`src/rtl/rv_core_pkg.sv`:
```
// Shared core-wide widths, register-address types and the write-port grant encoding.
package rv_core_pkg;

  localparam int XLEN       = 32;
  localparam int REG_ADDR_W = 5;
  localparam int NUM_REGS   = 32;

  typedef logic [REG_ADDR_W-1:0] reg_addr_t;
  typedef logic [XLEN-1:0]       xlen_t;

  typedef enum logic [1:0] {
    GNT_NONE = 2'd0,
    GNT_A    = 2'd1,
    GNT_B    = 2'd2
  } grant_e;

  // x0 is never tracked, so a lookup of x0 can never report a hazard.
  function automatic logic pendHit(input logic [NUM_REGS-1:0] pend, input reg_addr_t idx);
    return (idx != '0) && pend[idx];
  endfunction

endpackage

```
`src/rtl/reg_scoreboard.sv`:
```
// Pending-destination bitmask for long-latency ops plus the issue-stage hazard lookup.
module reg_scoreboard
  import rv_core_pkg::*;
(
  input  logic                  clk,
  input  logic                  rst,
  input  logic                  i_set_valid,
  input  logic [REG_ADDR_W-1:0] i_set_rd,
  input  logic                  i_clr_valid,
  input  logic [REG_ADDR_W-1:0] i_clr_rd,
  input  logic                  i_chk_valid,
  input  logic [REG_ADDR_W-1:0] i_chk_rs1,
  input  logic [REG_ADDR_W-1:0] i_chk_rs2,
  input  logic [REG_ADDR_W-1:0] i_chk_rd,
  output logic [NUM_REGS-1:0]   o_pending,
  output logic                  o_stall
);

  logic [NUM_REGS-1:0] r_pending;
  logic [NUM_REGS-1:0] w_pendingNext;
  logic                w_hitRs1;
  logic                w_hitRs2;
  logic                w_hitRd;

  // Clear is applied before set so a new issue to the completing register keeps it pending.
  always_comb begin
    w_pendingNext = r_pending;
    if (i_clr_valid) begin
      w_pendingNext[i_clr_rd] = 1'b0;
    end
    if (i_set_valid && (i_set_rd != '0)) begin
      w_pendingNext[i_set_rd] = 1'b1;
    end
  end

  always_ff @(posedge clk) begin
    if (rst) begin
      r_pending <= '0;
    end else begin
      r_pending <= w_pendingNext;
    end
  end

  // Lookups see only the registered mask, so a completing register still stalls this cycle.
  assign w_hitRs1  = pendHit(r_pending, i_chk_rs1);
  assign w_hitRs2  = pendHit(r_pending, i_chk_rs2);
  assign w_hitRd   = pendHit(r_pending, i_chk_rd);
  assign o_stall   = i_chk_valid && (w_hitRs1 || w_hitRs2 || w_hitRd);
  assign o_pending = r_pending;

endmodule

```
`src/rtl/wb_port_arbiter.sv`:
```
// Shares the register file's single write port between pipeline writeback (A) and the
// long-latency completion path (B), with starvation protection for B and a RAW/WAW scoreboard.
module wb_port_arbiter #(
  parameter int STARVE_LIMIT = 4,
  parameter int XLEN         = 32
) (
  input  logic            clk,
  input  logic            rst,
  input  logic            a_valid,
  input  logic [4:0]      a_rd,
  input  logic [XLEN-1:0] a_data,
  output logic            a_hold,
  input  logic            b_valid,
  input  logic [4:0]      b_rd,
  input  logic [XLEN-1:0] b_data,
  output logic            b_ready,
  input  logic            iss_valid,
  input  logic [4:0]      iss_rd,
  input  logic            chk_valid,
  input  logic [4:0]      chk_rs1,
  input  logic [4:0]      chk_rs2,
  input  logic [4:0]      chk_rd,
  output logic            stall,
  output logic [31:0]     pending,
  output logic            rf_we,
  output logic [4:0]      rf_waddr,
  output logic [XLEN-1:0] rf_wdata
);

  import rv_core_pkg::*;

  localparam logic [3:0] LIMIT   = 4'(STARVE_LIMIT);
  localparam logic [3:0] CNT_MAX = 4'hF;

  logic [3:0]            r_starveCnt;
  logic                  w_hold;
  grant_e                w_grant;
  logic                  w_bFire;
  logic                  w_sbStall;
  logic [NUM_REGS-1:0]   w_pending;
  logic                  w_we;
  logic [REG_ADDR_W-1:0] w_waddr;
  logic [XLEN-1:0]       w_wdata;

  assign w_hold = !rst && b_valid && (r_starveCnt >= LIMIT);

  // A has priority unless B has been refused long enough to force A to hold.
  always_comb begin
    w_grant = GNT_NONE;
    if (!rst) begin
      if (a_valid && !w_hold) begin
        w_grant = GNT_A;
      end else if (b_valid) begin
        w_grant = GNT_B;
      end
    end
  end

  always_comb begin
    w_we    = 1'b0;
    w_waddr = '0;
    w_wdata = '0;
    case (w_grant)
      GNT_A: begin
        w_we    = (a_rd != '0);
        w_waddr = a_rd;
        w_wdata = a_data;
      end
      GNT_B: begin
        w_we    = (b_rd != '0);
        w_waddr = b_rd;
        w_wdata = b_data;
      end
      default: begin
        w_we    = 1'b0;
      end
    endcase
  end

  assign w_bFire = b_valid && (w_grant == GNT_B);

  // Counts consecutive refused B cycles; any B transfer or idle B restarts it.
  always_ff @(posedge clk) begin
    if (rst) begin
      r_starveCnt <= '0;
    end else if (!b_valid || w_bFire) begin
      r_starveCnt <= '0;
    end else if (r_starveCnt != CNT_MAX) begin
      r_starveCnt <= r_starveCnt + 4'd1;
    end
  end

  reg_scoreboard u_scoreboard (
    .clk         (clk),
    .rst         (rst),
    .i_set_valid (iss_valid),
    .i_set_rd    (iss_rd),
    .i_clr_valid (w_bFire),
    .i_clr_rd    (b_rd),
    .i_chk_valid (chk_valid),
    .i_chk_rs1   (chk_rs1),
    .i_chk_rs2   (chk_rs2),
    .i_chk_rd    (chk_rd),
    .o_pending   (w_pending),
    .o_stall     (w_sbStall)
  );

  assign a_hold   = w_hold;
  assign b_ready  = (w_grant == GNT_B);
  assign stall    = !rst && w_sbStall;
  assign pending  = w_pending;
  assign rf_we    = w_we;
  assign rf_waddr = w_waddr;
  assign rf_wdata = w_wdata;

endmodule

```
`config.mk`:
```
export PLATFORM = sky130hd
export DESIGN_NAME = wb_port_arbiter
export DESIGN_NICKNAME = d
export VERILOG_FILES = /design/src/rtl/rv_core_pkg.sv /design/src/rtl/reg_scoreboard.sv /design/src/rtl/wb_port_arbiter.sv
export SDC_FILE = /design/constraint.sdc
export NUM_CORES = 1
export LEC_CHECK = 0
export BUFFER_PORTS_ARGS = -buffer_cell sky130_fd_sc_hd__buf_2
export CAP_MARGIN = 10
export CORE_AREA = 2 2 95 97
export CTS_BUF_LIST = sky130_fd_sc_hd__clkbuf_8
export DETAILED_ROUTE_END_ITERATION = 6
export DIE_AREA = 0 0 97 99
export PLACE_DENSITY = 0.66
export RECOVER_POWER = 100
export SETUP_SLACK_MARGIN = 0.05
export SLEW_MARGIN = 0
export SYNTH_ARGS = -nofsm -noshare
export SYNTH_HDL_FRONTEND = slang
export SYNTH_SLANG_ARGS = --single-unit
```
`constraint.sdc`:
```
create_clock -name clk -period 2.85 [get_ports clk]
set_input_delay 0.4275 -clock clk [delete_from_list [all_inputs] [get_ports clk]]
set_output_delay 0.4275 -clock clk [all_outputs]
set_load 0.02 [all_outputs]
```
==> flow_summary.ini, run 1 <==
[logic_synthesis]
synthArstFlopShare = 0
yosysTopAreaCellShare = 0.245
synth_area_mm2 = 0.00294
synthCells = 369
yosysTopAreaCell = dfxtp_1
synthDistinctLibCells = 49
mappedNetlistNets = 473
synth_edf_count = 0
yosysSeqAreaShare = 0.245
synthTopCellsByArea = dfxtp_1, mux4_2, a22oi_1
yosys_warnings = 0
synth_area_per_cell_um2 = 7.97
synth_ff_type = dfxtp_1
synth_seq_cells = 36

[grt]
grt_overflow = 0
grt_max_degree = 39
antenna_found_initial = 0
grt_pass1_vias = 3322
grt_pass1_wl_um = 17300
gr-usage-all-layers = 0.224

[timing]
setup_tns_ns = 0
rsz0062_at_grt = no
slew_headroom = 0.518
setup_viol = 0
finalHoldViolations = 0
finalCriticalPeriod_ns = 2.66
maxSlewViolCount = 0
setup_slack_ns = 0.187
worst_pin_slew_ns = 0.721
fmax_mhz = 375
finClkSkew_ns = 0.00485
period_share = 0.935

[die]
initial_core_util = 0.344
fp.coreArea_mm2 = 0.00855
io_pins = 173
num_rows = 34
die-area_mm2 = 0.00960
die-width_um = 97
die_y_um = 99

[power]
seqPwrFrac = 0.424
p_per_area_mw_per_mm2 = 317
p_clk_frac = 0.315
comb_power_share = 0.261
internal_power_uw = 856
ir_worst_vdd_uv = 147
net-switching-power_uw = 371
switching_share = 0.302
p_leak_nw = 1.53

[clocking]
cts.sinks = 36
insertion_delay_ns = 0.28
cts_made_buffers = 5
cts_buffer_depth = 2
cts_tree = yes
cts_setup_buffers = 0
postCtsResizedCells = 0
clkTransAtPathRegs_ns = 0.07
h-tree-depth = 2
ctsHoldBuffers = 0
clock-root-buffer = clkbuf_8

[placed_design]
dp_hpwl_um = 8700
place_inst = 624
place_ws_ns = 0.349
gp_congestion = 0.926
numPortBuffers = 172
place_area_mm2 = 0.00384

[setup_path]
crit_arrival_ns = 2.24
critPathKind = register to primary output
critPathMaxFanout = 5
start_kind = register
critPathCaptureType = primary output
required_ns = 2.42

[final_layout]
finalNetCount = 627
diodes = 0
fin_area_mm2 = 0.00387
most-common-layout-cells = buf_2, clkbuf_1, nor2_1, nand2_1, a21oi_1
drive_gt1_frac = 0.293
fin_util = 0.453
layout_commonest_cell = buf_2
final_cells = 631
syn_to_final_growth_pct = 31.6

[outcome]
status = finished clean

[route]
finalWirelength_um = 11200
drt_iter0_drc = 288
drtPass1Iterations = 5
routedWlPerCell_um = 17.7
viasPerCell = 5.74
ant_nets = 0
vias = 3625
drc_errors = 0

[job]
drv_cap = 0

[min_path]
hold_path.class = register to register
## cell families after synthesis
logic type / count (synthesis) / share of synthesized area
AND/OR/NAND/NOR: 139 / 0.231
AO/OA/AOI/OAI: 123 / 0.254
flip-flops: 36 / 0.245
buffers and inverters: 34 / 0.0591
multiplexers: 32 / 0.191
adder cells (fa/ha/maj): 4 / 0.0170
XOR/XNOR: 1 / 0.00298
## metrics by stage
stage               hold WS (ns)  power [mW]
detailed placement         0.481       0.853
CTS                        0.490        1.23
floorplan                  0.484       0.717
global route               0.515        1.28
global placement           0.475       0.848
finish                     0.489        1.23
## flip-flops by register name, summed over array words and instances, names as in the netlist
| signal | flops |
|---|---|
| r_starveCnt | 4 |
| u_scoreboard.o_pending | 32 |
## area by class of cell
cell class | instances | area [um2]
well taps | 108 | 135
repair buffers | 177 | 856
inverters | 4 | 15.0
clock buffers | 7 | 96.3
fillers | 878 | 4680
flip-flops and latches | 36 | 721
multi-input cells | 299 | 2050
## synth_stat cells, types with 3 or more instances
master,instances
buf_1,4
dfxtp_1,36
mux2i_1,12
buf_2,4
a22oi_1,37
nor3_1,3
a21oi_1,38
nand2_1,39
o21ai_0,33
and3b_1,3
and3_1,3
clkbuf_1,18
nand2b_1,3
nand4_1,3
nand3b_1,6
nor3b_1,6
nand3_1,6
mux4_2,14
a211oi_1,3
nor2b_1,4
inv_1,4
ha_1,4
mux4_1,3
nor2_1,51
## final timing paths
| check | slack (ns) | depth (start not counted) | end | start |
|---|---|---|---|---|
| worst max-delay path | 0.19 | 6 | stall | u_scoreboard.o_pending[20] |
| worst min-delay path | 0.49 | 1 | u_scoreboard.o_pending[0] | u_scoreboard.o_pending[0] |
| worst max register to register | 0.59 | 9 | u_scoreboard.o_pending[10] | r_starveCnt[2] |
| worst min register to register | 0.49 | 1 | u_scoreboard.o_pending[0] | u_scoreboard.o_pending[0] |
## routing by layer
layer / wire length [um] / global-route usage / vias up
li1: - / - / 1683
met1: 4460 / 0.285 / 1698
met2: 5360 / 0.378 / 220
met3: 1100 / 0.0440 / 24
met4: 280 / 0.0834 / 0
met5: 0 / 0 / -
## worst max-delay path, stage by stage, from the launching register on
cell and delay [ns]:
dfxtp_1 0.46, mux2i_1 0.11, mux4_2 0.45, or3b_1 0.36, and3_1 0.17, a41oi_1 0.15
clkbuf_1 0.25
## power groups by stage
| stage | sequential (mW) | combinational (mW) | clock (mW) |
|---|---|---|---|
| global placement | 0.531 | 0.317 | 0 |
| detailed placement | 0.531 | 0.322 | 0 |
| global route | 0.521 | 0.350 | 0.411 |
| floorplan | 0.534 | 0.182 | 0 |
| finish | 0.521 | 0.320 | 0.386 |
| CTS | 0.520 | 0.323 | 0.390 |
No activity file was read; power rests on OpenSTA's default activity.
==> run 2, diff against run 1 <==
Settings changed: ABC_AREA from default to 1, BUFFER_PORTS_ARGS -buffer_cell sky130_fd_sc_hd__buf_2 to -buffer_cell sky130_fd_sc_hd__clkbuf_2, CORE_AREA 2 2 95 97 to 2 2 100 102, DIE_AREA 0 0 97 99 to 0 0 102 104, PLACE_DENSITY 0.66 to default.
Clock period 2.85 ns to 2.8 ns, I/O delays scaled along.
==> run 2 against run 1 <==
Net effect:
- clock power grew 22%
- via count increased by 24%
- largest cell class unchanged
- non-clock buffer count increased by 4
- combinational power grew 30%
- critical path type unchanged
- clock-buffer cell count decreased by 2
==> flow_summary.ini, run 2 <==
[outcome]
status = finished clean

[placed_design]
place_area_mm2 = 0.00427
numPortBuffers = 172
gp_congestion = 0.936
place_ws_ns = 0.249
dp_hpwl_um = 10800

[timing]
worst_pin_slew_ns = 0.876
rsz0062_at_grt = no
whs_ns = 0.490
fmax_mhz = 390
maxSlewViolCount = 0
setup_slack_ns = 0.235
slew_headroom = 0.412
finalHoldViolations = 0
finClkSkew_ns = 0.0101
period_share = 0.916
finalCriticalPeriod_ns = 2.57
setup_viol = 0
setup_tns_ns = 0

[final_layout]
most-common-layout-cells = nand2_1, clkbuf_2, nand3_1, inv_1, clkbuf_1
multi_input_area_mm2 = 0.00221
finalNetCount = 859
layout_commonest_cell = nand2_1
diodes = 0
fin_area_mm2 = 0.00432
largest_reg_flops = 32
syn_to_final_growth_pct = 33.0
regArea_um2 = 721
drive_gt1_frac = 0.225
n_fill_cell = 1106

[logic_synthesis]
synthTopCellsByArea = nand2_1, dfxtp_1, nand3_1
synth_seq_cells = 36
synth_common_cells = nand2_1, nand3_1, a21oi_1, inv_1, dfxtp_1
yosys.area_share.simple = 0.440
synth-xor-area-share = 0
synth_compound_area_frac = 0.192
synthArstFlopShare = 0
yosysTopAreaCellShare = 0.273
synth_top_family_by_area = simple AND/OR/NAND/NOR gates
yosysSeqAreaShare = 0.222
synthAdderAreaFrac = 0.0154
yosys_warnings = 0
synth_mux_area_frac = 0
mappedNetlistNets = 699
synthDistinctLibCells = 26
synth_most_common_cell = nand2_1
synth_ff_type = dfxtp_1
synth_edf_count = 0
synth_area_per_cell_um2 = 5.45
synth_area_mm2 = 0.00324
synthCells = 595
yosysTopAreaCell = nand2_1

[setup_path]
crit_arrival_ns = 2.15
crit_chain = nor2_1 -> nor2_2 -> nor2_1 -> nor2_1 -> inv_1 -> ha_4 -> clkbuf_4 -> a21oi_1 -> clkbuf_1
cp_slowest_stage_delay_ns = 0.40
required_ns = 2.38
critPathKind = register to primary output
crit_path_frequent_cell = nor2_1
start_kind = register
slowest_stage = dfxtp_1
path_delay_family = buffers and inverters
critPathCaptureType = primary output
worst-path-buf-inv = 3
critPathMaxFanout = 24

[power]
p_leak_nw = 1.96
switching_share = 0.343
p_per_area_mw_per_mm2 = 327
p_clk_frac = 0.333
ir_worst_vdd_uv = 225
total_power_mw = 1.41
comb_power_share = 0.294
net-switching-power_uw = 484
internal_power_uw = 928
seqPwrFrac = 0.373

[clocking]
clock-root-buffer = clkbuf_8
cts_tree = yes
insertion_delay_ns = 0.30
cts_made_buffers = 5
cts.sinks = 36
cts_buffer_depth = 2
ctsHoldBuffers = 0
h-tree-depth = 2
clkTransAtPathRegs_ns = 0.08

[min_path]
hold_path.class = register to register

[job]
drv_cap = 0

[grt]
grt_overflow = 0
grt_pass1_wl_um = 21300
grt_max_degree = 33
gr-usage-all-layers = 0.250
antenna_found_initial = 0
grt_pass1_vias = 4165

[route]
vias = 4509
drtPass1Iterations = 5
viasPerCell = 5.07
drt_iter0_drc = 260
routedWlPerCell_um = 15.1
drc_errors = 0
finalWirelength_um = 13500
ant_nets = 0

[die]
die-width_um = 102
io_pins = 173
num_rows = 36
fp.coreArea_mm2 = 0.00955
die_y_um = 104
die-area_mm2 = 0.0106
initial_core_util = 0.340
## run 2: cell count changes after synthesis, moves of 12 or more
cell     before  now
mux2i_1      12    0
nor2_1       51   14
a21oi_1      38   71
inv_1         4   59
nand3_1       6   76
nand2_1      39  236
a22oi_1      37    0
mux4_2       14    0
## run 2: through the flow
| stage | cells | utilization |
|---|---|---|
| 2_1_floorplan | 595 | - |
| 3_3_place_gp | 879 | 0.447 |
| 3_5_place_dp | 879 | 0.447 |
| 4_1_cts | 887 | 0.459 |
| 5_1_grt | 889 | 0.452 |
| 6_report | 889 | 0.452 |
## run 2: cell type report
class / instances / area share
sequential: 36 / 0.167
multi-input combinational: 466 / 0.511
clock inverter: 3 / 0.00986
tap: 133 / 0.0386
inverter: 65 / 0.0586
timing repair buffer: 181 / 0.199
clock buffer: 5 / 0.0159
## run 2: worst paths after layout
| kind | to | depth (start not counted) | slack (ns) | start |
|---|---|---|---|---|
| min | r_starveCnt[0] | 1 | 0.49 | r_starveCnt[0] |
| max | rf_wdata[31] | 9 | 0.23 | r_starveCnt[2] |
| max reg2reg | u_scoreboard.o_pending[28] | 9 | 0.58 | r_starveCnt[2] |
| min reg2reg | r_starveCnt[0] | 1 | 0.49 | r_starveCnt[0] |
## run 2: kinds of logic (layout without fill, tap and decap cells)
group | Yosys count | in the layout
and+or+nand+nor | 343 | 343
AOI/OAI and AO/OA | 119 | 119
buffers and inverters | 93 | 254
DFF | 36 | 36
adders and majority gates | 4 | 4
## run 2: layer usage
metal  vias to the layer above  GRT usage  share of wire
met5                         -          0              0
met4                         0     0.0533          0.012
met3                        14     0.0444          0.070
met2                       201      0.386           0.46
met1                      2040      0.362           0.46
li1                       2254          -              -
## run 2: timing repair
item                       4_1_cts  5_1_grt
buffers inserted                 0        2
setup endpoints to repair        0       20
gates resized for setup          0        2
## run 2: power by group through the flow
stage / Clock [mW] / Sequential (mW) / Combinational, mW
after global placement: 0 / 0.539 / 0.406
after global routing: 0.493 / 0.528 / 0.460
after floorplan: 0 / 0.543 / 0.255
after detailed placement: 0 / 0.539 / 0.412
after CTS: 0.472 / 0.527 / 0.414
final: 0.470 / 0.527 / 0.415
